File: src/rtl/dvp_rgb565_capture_if.sv
// Camera-side DVP bus plus the packed RGB565 pixel stream, bundled for the capture block.
// Latency: none (wires only).
// Backpressure: none; the pixel stream is push-only.
interface dvp_rgb565_capture_if;
    logic        vsync;
    logic        href;
    logic [7:0]  din;
    logic [15:0] dout;
    logic        dout_vld;
    logic        dout_sop;
    logic        dout_eop;

    // Camera model / stream consumer side
    modport master (
        output vsync, href, din,
        input  dout, dout_vld, dout_sop, dout_eop
    );

    // Capture block side
    modport slave (
        input  vsync, href, din,
        output dout, dout_vld, dout_sop, dout_eop
    );
endinterface

File: src/rtl/dvp_rgb565_capture.sv
// Captures an 8-bit DVP bus and packs byte pairs into framed RGB565 pixels after settling frames.
// Latency: pixel valid 1 clk after the cycle that samples its second byte.
// Backpressure: none; every dout_vld is assumed accepted downstream.
module dvp_rgb565_capture #(
    parameter int H_PIX       = 640,
    parameter int V_LINES     = 480,
    parameter int SKIP_FRAMES = 10,
    parameter int COL_W       = 10,
    parameter int ROW_W       = 9
) (
    input  logic                  clk,
    input  logic                  rst_n,
    input  logic                  en_capture,
    dvp_rgb565_capture_if.slave   bus,
    output logic                  frame_err
);
    typedef enum logic [1:0] {S_IDLE, S_SKIP, S_CAPTURE, S_DONE} state_t;

    localparam int               SK_W      = $clog2(SKIP_FRAMES + 2);
    localparam logic [SK_W-1:0]  SKIP_LAST = SK_W'(SKIP_FRAMES);
    localparam logic [COL_W-1:0] COL_LAST  = COL_W'(H_PIX - 1);
    localparam logic [ROW_W-1:0] ROW_LAST  = ROW_W'(V_LINES - 1);

    state_t           state_q, state_d;
    logic [SK_W-1:0]  skip_cnt_q, skip_cnt_d;
    logic             vsync_dly_q, vsync_dly_d;
    logic             href_dly_q, href_dly_d;
    logic             byte_flag_q, byte_flag_d;
    logic [7:0]       hi_q, hi_d;
    logic [COL_W-1:0] col_q, col_d;
    logic [ROW_W-1:0] row_q, row_d;
    logic [15:0]      dout_q, dout_d;
    logic             vld_q, vld_d;
    logic             sop_q, sop_d;
    logic             eop_q, eop_d;
    logic             err_q, err_d;

    logic fb;
    logic line_fall;
    logic last_col;
    logic last_row;

    assign fb        = bus.vsync & ~vsync_dly_q;
    assign line_fall = href_dly_q & ~bus.href;
    assign last_col  = (col_q == COL_LAST);
    assign last_row  = (row_q == ROW_LAST);

    // State, counters, pairing and registered outputs
    always_ff @(posedge clk or negedge rst_n) begin
        if (!rst_n) begin
            state_q     <= S_IDLE;
            skip_cnt_q  <= '0;
            vsync_dly_q <= 1'b0;
            href_dly_q  <= 1'b0;
            byte_flag_q <= 1'b0;
            hi_q        <= '0;
            col_q       <= '0;
            row_q       <= '0;
            dout_q      <= '0;
            vld_q       <= 1'b0;
            sop_q       <= 1'b0;
            eop_q       <= 1'b0;
            err_q       <= 1'b0;
        end else begin
            state_q     <= state_d;
            skip_cnt_q  <= skip_cnt_d;
            vsync_dly_q <= vsync_dly_d;
            href_dly_q  <= href_dly_d;
            byte_flag_q <= byte_flag_d;
            hi_q        <= hi_d;
            col_q       <= col_d;
            row_q       <= row_d;
            dout_q      <= dout_d;
            vld_q       <= vld_d;
            sop_q       <= sop_d;
            eop_q       <= eop_d;
            err_q       <= err_d;
        end
    end

    // Frame sequencing, byte pairing, pixel positioning and error detection
    always_comb begin
        state_d     = state_q;
        skip_cnt_d  = skip_cnt_q;
        vsync_dly_d = bus.vsync;
        href_dly_d  = bus.href;
        byte_flag_d = 1'b0;
        hi_d        = hi_q;
        col_d       = col_q;
        row_d       = row_q;
        dout_d      = dout_q;
        vld_d       = 1'b0;
        sop_d       = 1'b0;
        eop_d       = 1'b0;
        err_d       = 1'b0;

        case (state_q)
            S_IDLE: begin
                col_d = '0;
                row_d = '0;
                if (en_capture) begin
                    state_d    = S_SKIP;
                    skip_cnt_d = '0;
                end
            end
            S_SKIP: begin
                col_d = '0;
                row_d = '0;
                if (fb) begin
                    if (!en_capture)
                        state_d = S_IDLE;
                    else if (skip_cnt_q == SKIP_LAST)
                        state_d = S_CAPTURE;
                    else
                        skip_cnt_d = skip_cnt_q + 1'b1;
                end
            end
            S_CAPTURE: begin
                if (fb) begin
                    // Any boundary seen here arrives before the last pixel: truncated frame.
                    // It also pre-empts a pixel completing in the same cycle.
                    err_d   = 1'b1;
                    col_d   = '0;
                    row_d   = '0;
                    state_d = en_capture ? S_CAPTURE : S_IDLE;
                end else if (bus.href) begin
                    byte_flag_d = ~byte_flag_q;
                    if (!byte_flag_q) begin
                        hi_d = bus.din;
                    end else begin
                        dout_d = {hi_q, bus.din};
                        vld_d  = 1'b1;
                        sop_d  = (col_q == '0) && (row_q == '0);
                        eop_d  = last_col && last_row;
                        if (last_col && last_row) begin
                            state_d = S_DONE;
                            col_d   = '0;
                            row_d   = '0;
                        end else if (last_col) begin
                            // Excess pixels simply spill into the next row
                            col_d = '0;
                            row_d = row_q + 1'b1;
                        end else begin
                            col_d = col_q + 1'b1;
                        end
                    end
                end else if (line_fall && ((col_q != '0) || byte_flag_q)) begin
                    // Short line: drop any dangling byte and move to the next row
                    err_d = 1'b1;
                    col_d = '0;
                    if (last_row) begin
                        state_d = S_DONE;
                        row_d   = '0;
                    end else begin
                        row_d = row_q + 1'b1;
                    end
                end
            end
            S_DONE: begin
                col_d = '0;
                row_d = '0;
                if (fb)
                    state_d = en_capture ? S_CAPTURE : S_IDLE;
            end
            default: state_d = S_IDLE;
        endcase
    end

    assign bus.dout     = dout_q;
    assign bus.dout_vld = vld_q;
    assign bus.dout_sop = sop_q;
    assign bus.dout_eop = eop_q;
    assign frame_err    = err_q;
endmodule

File: src/flat_wrapper.sv
// flat-port wrapper written by rule: the top's interface ports become plain ports
module dvp_rgb565_capture_flat 
#(
    parameter int H_PIX       = 640,
    parameter int V_LINES     = 480,
    parameter int SKIP_FRAMES = 10,
    parameter int COL_W       = 10,
    parameter int ROW_W       = 9
)
  (clk, rst_n, en_capture, frame_err, bus_vsync, bus_href, bus_din, bus_dout, bus_dout_vld, bus_dout_sop, bus_dout_eop);
  dvp_rgb565_capture_if bus_i ();
  input  logic clk;
  input  logic rst_n;
  input  logic en_capture;
  output logic frame_err;
  input wire logic [$bits(bus_i.vsync)-1:0] bus_vsync;
  input wire logic [$bits(bus_i.href)-1:0] bus_href;
  input wire logic [$bits(bus_i.din)-1:0] bus_din;
  output wire logic [$bits(bus_i.dout)-1:0] bus_dout;
  output wire logic [$bits(bus_i.dout_vld)-1:0] bus_dout_vld;
  output wire logic [$bits(bus_i.dout_sop)-1:0] bus_dout_sop;
  output wire logic [$bits(bus_i.dout_eop)-1:0] bus_dout_eop;
  assign bus_i.vsync = bus_vsync;
  assign bus_i.href = bus_href;
  assign bus_i.din = bus_din;
  assign bus_dout = bus_i.dout;
  assign bus_dout_vld = bus_i.dout_vld;
  assign bus_dout_sop = bus_i.dout_sop;
  assign bus_dout_eop = bus_i.dout_eop;
  dvp_rgb565_capture #(.H_PIX(H_PIX), .V_LINES(V_LINES), .SKIP_FRAMES(SKIP_FRAMES), .COL_W(COL_W), .ROW_W(ROW_W)) u_core (.clk(clk), .rst_n(rst_n), .en_capture(en_capture), .bus(bus_i), .frame_err(frame_err));
endmodule
File: config.mk
export PLATFORM = sky130hd
export DESIGN_NAME = dvp_rgb565_capture_flat
export DESIGN_NICKNAME = d
export VERILOG_FILES = /design/src/rtl/dvp_rgb565_capture_if.sv /design/src/rtl/dvp_rgb565_capture.sv /design/src/flat_wrapper.sv
export SDC_FILE = /design/constraint.sdc
export NUM_CORES = 1
export LEC_CHECK = 0
export CAP_MARGIN = 20
export CORE_UTILIZATION = 40
export DETAILED_ROUTE_END_ITERATION = 10
export PLACE_DENSITY = 0.68
export SYNTH_ARGS = -nofsm -noshare
export SYNTH_HDL_FRONTEND = slang
export SYNTH_SLANG_ARGS = --single-unit
File: constraint.sdc
create_clock -name clk -period 6.01 [get_ports clk]
set_clock_uncertainty 0.1 [all_clocks]
set_input_delay 1.5025 -clock clk [delete_from_list [all_inputs] [get_ports clk]]
set_output_delay 1.5025 -clock clk [all_outputs]
set_load 0.02 [all_outputs]
==> results.md, run 1 <==
* Status: finished clean
* Netlist cell types at 45
* Die W at 83.03 um
* Fill cells at 598
* Crit start category: input port
* Worst Hold Depth at 2
* Syn avg cell area at 9.585 um^2
* Vias at ~2000
* Final min period at between 3000 and 4000 ps
* Sequential-to-total area share from yosys stat at 0.5336
* Placed cells at about 380
* First-pass GRT wire length at 8873 um
* Tot GR Track Use at 0.1574
* Setup TNS at 0 ps
* FP Rows at 29
* Root buf cell: clkbuf_8
* Worst Hold End: u_core.bus.dout[12]
* DRC errors left at 0
* Slew Limit Headroom at 0.3870
* CTS clock-pin slew for the worst setup and hold paths at between 100 and 150 ps
* CTS tree: yes
* Critical Path RT at roughly 6200 ps
* Multi-input logic area at 1162 um^2
* Post-CTS Hold Fix Bufs at 0
* IO Port Bufs at 32
* Via density at ~5.3
* Layout area overhead at 19.53%
* Layout Nets at 327
* Post-synth top area cell: dfrtp_1
* Largest net degree at the start of global routing at 57
* N_diodes at 0
* Ranking of synthesized cells by area: dfrtp_1 53%, nand2_1 9.6%, o21ai_0 4.2%
* RSZ-0062 raised after global routing: no
* Antenna-violating nets left at 0
* Crit path max fanout at 21
* Utilization after layout at 0.4944
* Hold crit path type: reg -> reg
* Clock tree buffer depth at 2
* I/O pin cnt at 33
* Reg area at ~1400 um^2
* Die H at approximately 83 um
* Top_reg_cell synth: dfrtp_1
* Violation count after the first detailed-route iteration at 192
* Non-Filler Instances at 386
* Final worst path period share at 0.6260
* Critical path class: in -> reg
* Grt ovf at 0
* Share of layout cells above drive strength 1 at 0.08738
* R2r endpoint: u_core.col_q[7]
* Die ar. at 6894 um^2
* Vias in the first global route at 1973
* Final wirelength at roughly 5100 um
* Initial antenna violation count at 0
* Flops & latches, synth at between 50 and 60
* Worst Setup End Kind: flip-flop
* Max Freq at around 270 MHz
* R2R setup slack at roughly 3400 ps
* CTS H-tree lvls at 2
* Synthesized cell area at around 2600 um^2
* Slew Viols, Final at 0
* Starting density of the core at 0.4136
* Worst VDD drop at roughly 0.00011 V
* CTS Buf Count at 5
* Pre-antenna DRT Iters at 4
* Asr flop ratio synth at 1.000
* Slew at the pin with the worst max-slew slack at approximately 900 ps
* Pleak at ~0.0015 uW
* Number of synthesized flops with an enable pin at 0
* R2r startpoint: u_core.state_q[1]
* PD cells at 218.1 nW/um^2
* Clk_lat worst skew at 320 ps
* RD Place Congestion at 0.7905
* Routed wire length per instance at 13.30 um
* Crit path DAT at about 3900 ps
* Core area at 6350 um^2
* Mapped Nets at between 200 and 300
* Final Hold Viols at 0
* Post-DP HPWL at 3498 um
* Most frequent cell after synthesis: nand2_1
* Synth Instances at about 270
* Most frequent cells after synthesis: 67 x nand2_1, 56 x dfrtp_1, 22 x o21ai_0
* MaxCap Viol Count at 0
* Synth warn at 0
* Hold Startpoint: u_core.hi_q[4]
* Setup-failing EPs final at 0
* Post-CTS sizing at 0
* Post-CTS Setup Inserts at 0
* Post-synth top area share at 0.5336
* R2R depth at 5
* Clock Sinks at between 50 and 60
## per-stage QoR
step                instance area [um^2]  setup WS, ps  total power (uW)  hold slack [ps]
CTS                                 3139          2196             691.1            379.6
global placement                    3020          1928             428.0            348.4
global route                        3139          2032             712.6            399.3
finish                              3139          2248             684.5            375.6
floorplan                           2626          3129             408.4            334.8
detailed placement                  3020          1857             429.4            350.5
## cell type report
| class | count | share of cell area |
|---|---|---|
| flip-flops and latches | 56 | 0.4464 |
| repair buffers | 33 | 0.1028 |
| inverters | 10 | 0.01196 |
| clock inverters | 3 | 0.01594 |
| multi-input cells | 202 | 0.3703 |
| well taps | 77 | 0.03069 |
| clock buffers | 5 | 0.02192 |
## how the worst max path moves through the flow
stage	cells after the start	endpoint	startpoint
final	6	u_core.col_q[7]	bus_vsync
after global routing	6	u_core.col_q[7]	bus_vsync
after CTS	6	u_core.col_q[7]	bus_vsync
after detailed placement	6	u_core.col_q[7]	bus_vsync
after global placement	6	u_core.col_q[7]	bus_vsync
after floorplan	5	u_core.hi_q[0]	bus_vsync
## cell usage in the layout, fill, tap and decap left out, drive strengths merged, types with 2 or more instances in the layout
master         count
a21oi              2
a22o               3
a31oi              2
and3               4
buf                2
clkbuf             5
clkdlybuf4s50     31
dfrtp             56
ha                 6
inv               11
mux2               8
nand2             67
nand2b             6
nand3             15
nand4              3
nor2              15
nor2b              5
nor3               8
nor4               3
o21a               2
o21ai             26
o31ai              3
o41ai              2
or2                4
or3                3
or4                2
xor2               2
## worst max-delay path: stages
cell,delay (ps)
clkdlybuf4s50_1,430
nand2b_1,190
nand4_1,750
or2_2,640
or3_1,310
o21ai_1,70
## cell families (layout without fill, tap and decap cells)
group	Yosys count	after routing	synth area share
fa+ha+maj	6	6	0.02858
mux	8	8	0.03430
xor+xnor	2	2	0.006671
flops	56	56	0.5336
simple gates	141	141	0.2630
buf+inv	16	51	0.02382
compound gates	45	45	0.1101
## power by group
part           switching (uW)  total (uW)  internal [uW]
logic                    17.0        31.6           14.6
registers                6.81         390            383
clock network             134         263            129
total                     158         685            527
## metal layers
metal / GRT usage / vias to the layer above / share of wire
met3: 0.04473 / 10 / 0.051
li1: - / 1017 / -
met5: 0 / - / 0
met2: 0.2481 / 42 / 0.45
met4: 0.05172 / 0 / 0.013
met1: 0.2098 / 972 / 0.49
## registers in the layout (all words and copies together), names as in the netlist
| name | count |
|---|---|
| u_core.skip_cnt_q | 4 |
| u_core.bus.dout_vld | 1 |
| u_core.bus.dout_eop | 1 |
| u_core.bus.dout_sop | 1 |
| u_core.col_q | 10 |
| u_core.row_q | 9 |
| u_core.frame_err | 1 |
| u_core.vsync_dly_q | 1 |
| u_core.hi_q | 8 |
| u_core.href_dly_q | 1 |
| u_core.bus.dout | 16 |
| u_core.state_q | 2 |
| u_core.byte_flag_q | 1 |
Note: power is estimated with default switching activity, not from simulation.
==> run 2, diff against run 1 <==
Clock period 6.01 ns to 3.71 ns, I/O delays scaled along.
==> results.md, run 2 (synthesis gave the netlist of run 1 again) <==
* Pleak at 0.001468 uW (was 0.001460 uW)
* Worst path cell trace: clkdlybuf4s50_1 > nand2b_1 > nand2_1 > o32ai_2 > or2_1 > o21ai_0 (was clkdlybuf4s50_1 > nand2b_1 > nand4_1 > or2_2 > or3_1 > o21ai_1)
* Layout area overhead at 20.25% (was 19.53%)
* Final min period at between 2000 and 3000 ps
* Number of flip-flops in the largest register at 16 (unchanged)
* Root buf cell: clkbuf_8 (unchanged)
* Hold WS at 378.3 ps (was 375.6 ps)
* PD cells at 346.3 nW/um^2 (was 218.1 nW/um^2)
* Max Freq at 355.2 MHz
* Routed wire length per instance at 13.33 um (was 13.30 um)
* N_diodes at 0 (unchanged)
* CP max stage cell: o32ai_2 (was nand4_1)
* Setup-failing EPs final at 0 (unchanged)
* CTS clock-pin slew for the worst setup and hold paths at 110 ps (about the same)
* Crit path max fanout at 14 (was 21)
* Net Sw Frac at 0.2251 (was 0.2308)
* Final Hold Viols at 0 (unchanged)
* Slew Viols, Final at 0 (unchanged)
* Met1 usage at 0.2034 (was 0.2098)
* CTS H-tree lvls at 2 (unchanged)
* Starting density of the core at 0.4136 (unchanged)
* Critical path class: in -> reg (unchanged)
* Grt ovf at 0 (unchanged)
* Met3 global-route usage at 0.04672 (was 0.04473)
* Post-DP HPWL at 3587 um (was 3498 um)
* Via density at 5.244 (was 5.288)
* Post-CTS Setup Inserts at 0 (unchanged)
* Commonest non-fill, non-tap cells in the layout: 67 x nand2_1, 56 x dfrtp_1, 31 x clkdlybuf4s50_1 (unchanged)
* Die H at 83.03 um (unchanged)
* Met2 Use GR at 0.2750 (was 0.2481)
* Pre-antenna DRT Iters at 4 (unchanged)
* Clock tree buffer depth at 2 (unchanged)
* Post-CTS Hold Fix Bufs at 0 (unchanged)
* Clock Sinks at 56 (unchanged)
* RSZ-0062 raised after global routing: no (unchanged)
* Vias in the first global route at 2093 (was 1973)
* Post-CTS sizing at 0 (unchanged)
* Pre-CTS setup slack at 566.0 ps (was 1857 ps)
* DRC errors left at 0 (unchanged)
* Crit path largest cell delay at 720 ps (was 750 ps)
* Fill cells at 576 (was 598)
* Tot GR Track Use at 0.1660 (was 0.1574)
* Critical Path RT at 3810 ps (was 6160 ps)
* Worst Hold Depth at 2 (unchanged)
* RD Place Congestion at 0.8360 (was 0.7905)
* R2R depth at 6 (was 5)
* WP buf/inv at 1 (unchanged)
* Core area at 6350 um^2 (unchanged)
* Status: finished clean (unchanged)
* Multi-input logic area at 1162 um^2 (unchanged)
* R2r startpoint: u_core.col_q[0] (was u_core.state_q[1])
* R2r endpoint: u_core.row_q[7] (was u_core.col_q[7])
* Antenna-violating nets left at 0 (unchanged)
* Vias at 2040 (was 2041)
* Most common cell after layout, fill and taps aside: nand2_1 (unchanged)
* Slew Limit Headroom at 0.5227 (was 0.3870)
* CTS tree: yes (unchanged)
* Setup TNS at 0 ps (unchanged)
* Logic pwr share at 0.046 (about the same)
* Share of layout cells above drive strength 1 at 0.09615 (was 0.08738)
* Worst Slack Setup Final at 894.7 ps (was 2248 ps)
* Hold crit path type: reg -> reg (unchanged)
* Grt peak-use layer: met2 (unchanged)
* Violation count after the first detailed-route iteration at 105 (was 192)
* Net Switching at 246.2 uW (was 158.0 uW)
* FP Rows at 29 (unchanged)
* R2R setup slack at 1250 ps (was 3350 ps)
* Die W at 83.03 um (unchanged)
* Reg area at 1401 um^2 (unchanged)
* Die ar. at 6894 um^2 (unchanged)
* MaxCap Viol Count at 0 (unchanged)
* Layout Nets at 330 (was 327)
* Worst Setup End Kind: flip-flop (unchanged)
* Final wirelength at 5185 um (was 5132 um)
* Internal power at 847.5 uW (was 526.5 uW)
* CP top delay family: compound AO/OA/AOI/OAI gates (was simple AND/OR/NAND/NOR gates)
* Initial antenna violation count at 0 (unchanged)
* Worst Hold End: u_core.bus.dout[14] (was u_core.bus.dout[12])
* Slew at the pin with the worst max-slew slack at 716.0 ps (was 916.8 ps)
* Largest net degree at the start of global routing at 57 (unchanged)
* Clk_lat worst skew at 320 ps (about the same)
* Clk network pwr share at 0.377 (was 0.384)
* IO Port Bufs at 32 (unchanged)
* I/O pin cnt at 33 (unchanged)
* Crit path DAT at 2910 ps (was 3910 ps)
* First-pass GRT wire length at 9149 um (was 8873 um)
* Final worst path period share at 0.7589
* Crit start category: input port (unchanged)
* Hold Startpoint: u_core.hi_q[6] (was u_core.hi_q[4])
* Part of the power in registers at 0.577 (was 0.570)
* CTS Buf Count at 5 (unchanged)
* Worst VDD drop at 0.0001715 V (was 0.0001092 V)
run 2: cell types whose count changed in the layout (fill, tap and decap cells not counted), sizes merged:
cell      previous run  this run
inv                 11        10
buf                  2         5
clkinvlp             0         1
run 2: metal layers:
layer  part of all wire  wire length (um)  vias to the layer above
met5                  0                 0                        -
met4              0.017                88                        0
met3              0.058               303                        7
met2               0.46              2381                       47
met1               0.47              2412                      964
li1                   -                 -                     1022
run 2: per-stage QoR:
stage / std cells / total power, uW / util / area, um^2
after floorplan: 274 / 661.6 / - / 2626
after detailed placement: 381 / 695.0 / 0.4792 / 3043
after global placement: 381 / 693.8 / 0.4792 / 3043
after CTS: 389 / 1110 / 0.4973 / 3158
after global routing: 389 / 1142 / 0.4973 / 3158
final: 389 / 1094 / 0.4973 / 3158
run 2: cell type report:
class	instances	area share
tap	77	0.03051
multi-input combinational	202	0.3681
clock buffer	5	0.02179
clock inverter	3	0.01466
inverter	10	0.01189
sequential	56	0.4437
timing repair buffer	36	0.1094
run 2: power by group through the flow:
stage	Combinational (uW)	Clock (uW)	Sequential [uW]
floorplan	20.2	0	641
global placement	50.7	0	643
detailed placement	51.5	0	644
CTS	51.9	426	631
global route	59.8	448	634
finish	50.0	412	631
run 2: tightest hold or removal path, stage by stage, from the launching register on:
cell and delay [ps]:
dfrtp_1 360, nand2_1 50, nand2_1 50
run 2: how the worst max path moves through the flow:
| stage | startpoint | to | slack [ps] | cells after the start |
|---|---|---|---|---|
| floorplan | bus_vsync | u_core.hi_q[0] | 1400 | 5 |
| global placement | bus_vsync | u_core.row_q[2] | 630 | 6 |
| detailed placement | bus_vsync | u_core.row_q[8] | 570 | 6 |
| CTS | bus_vsync | u_core.row_q[8] | 890 | 6 |
| global route | bus_vsync | u_core.row_q[8] | 640 | 6 |
| finish | bus_vsync | u_core.row_q[8] | 890 | 6 |
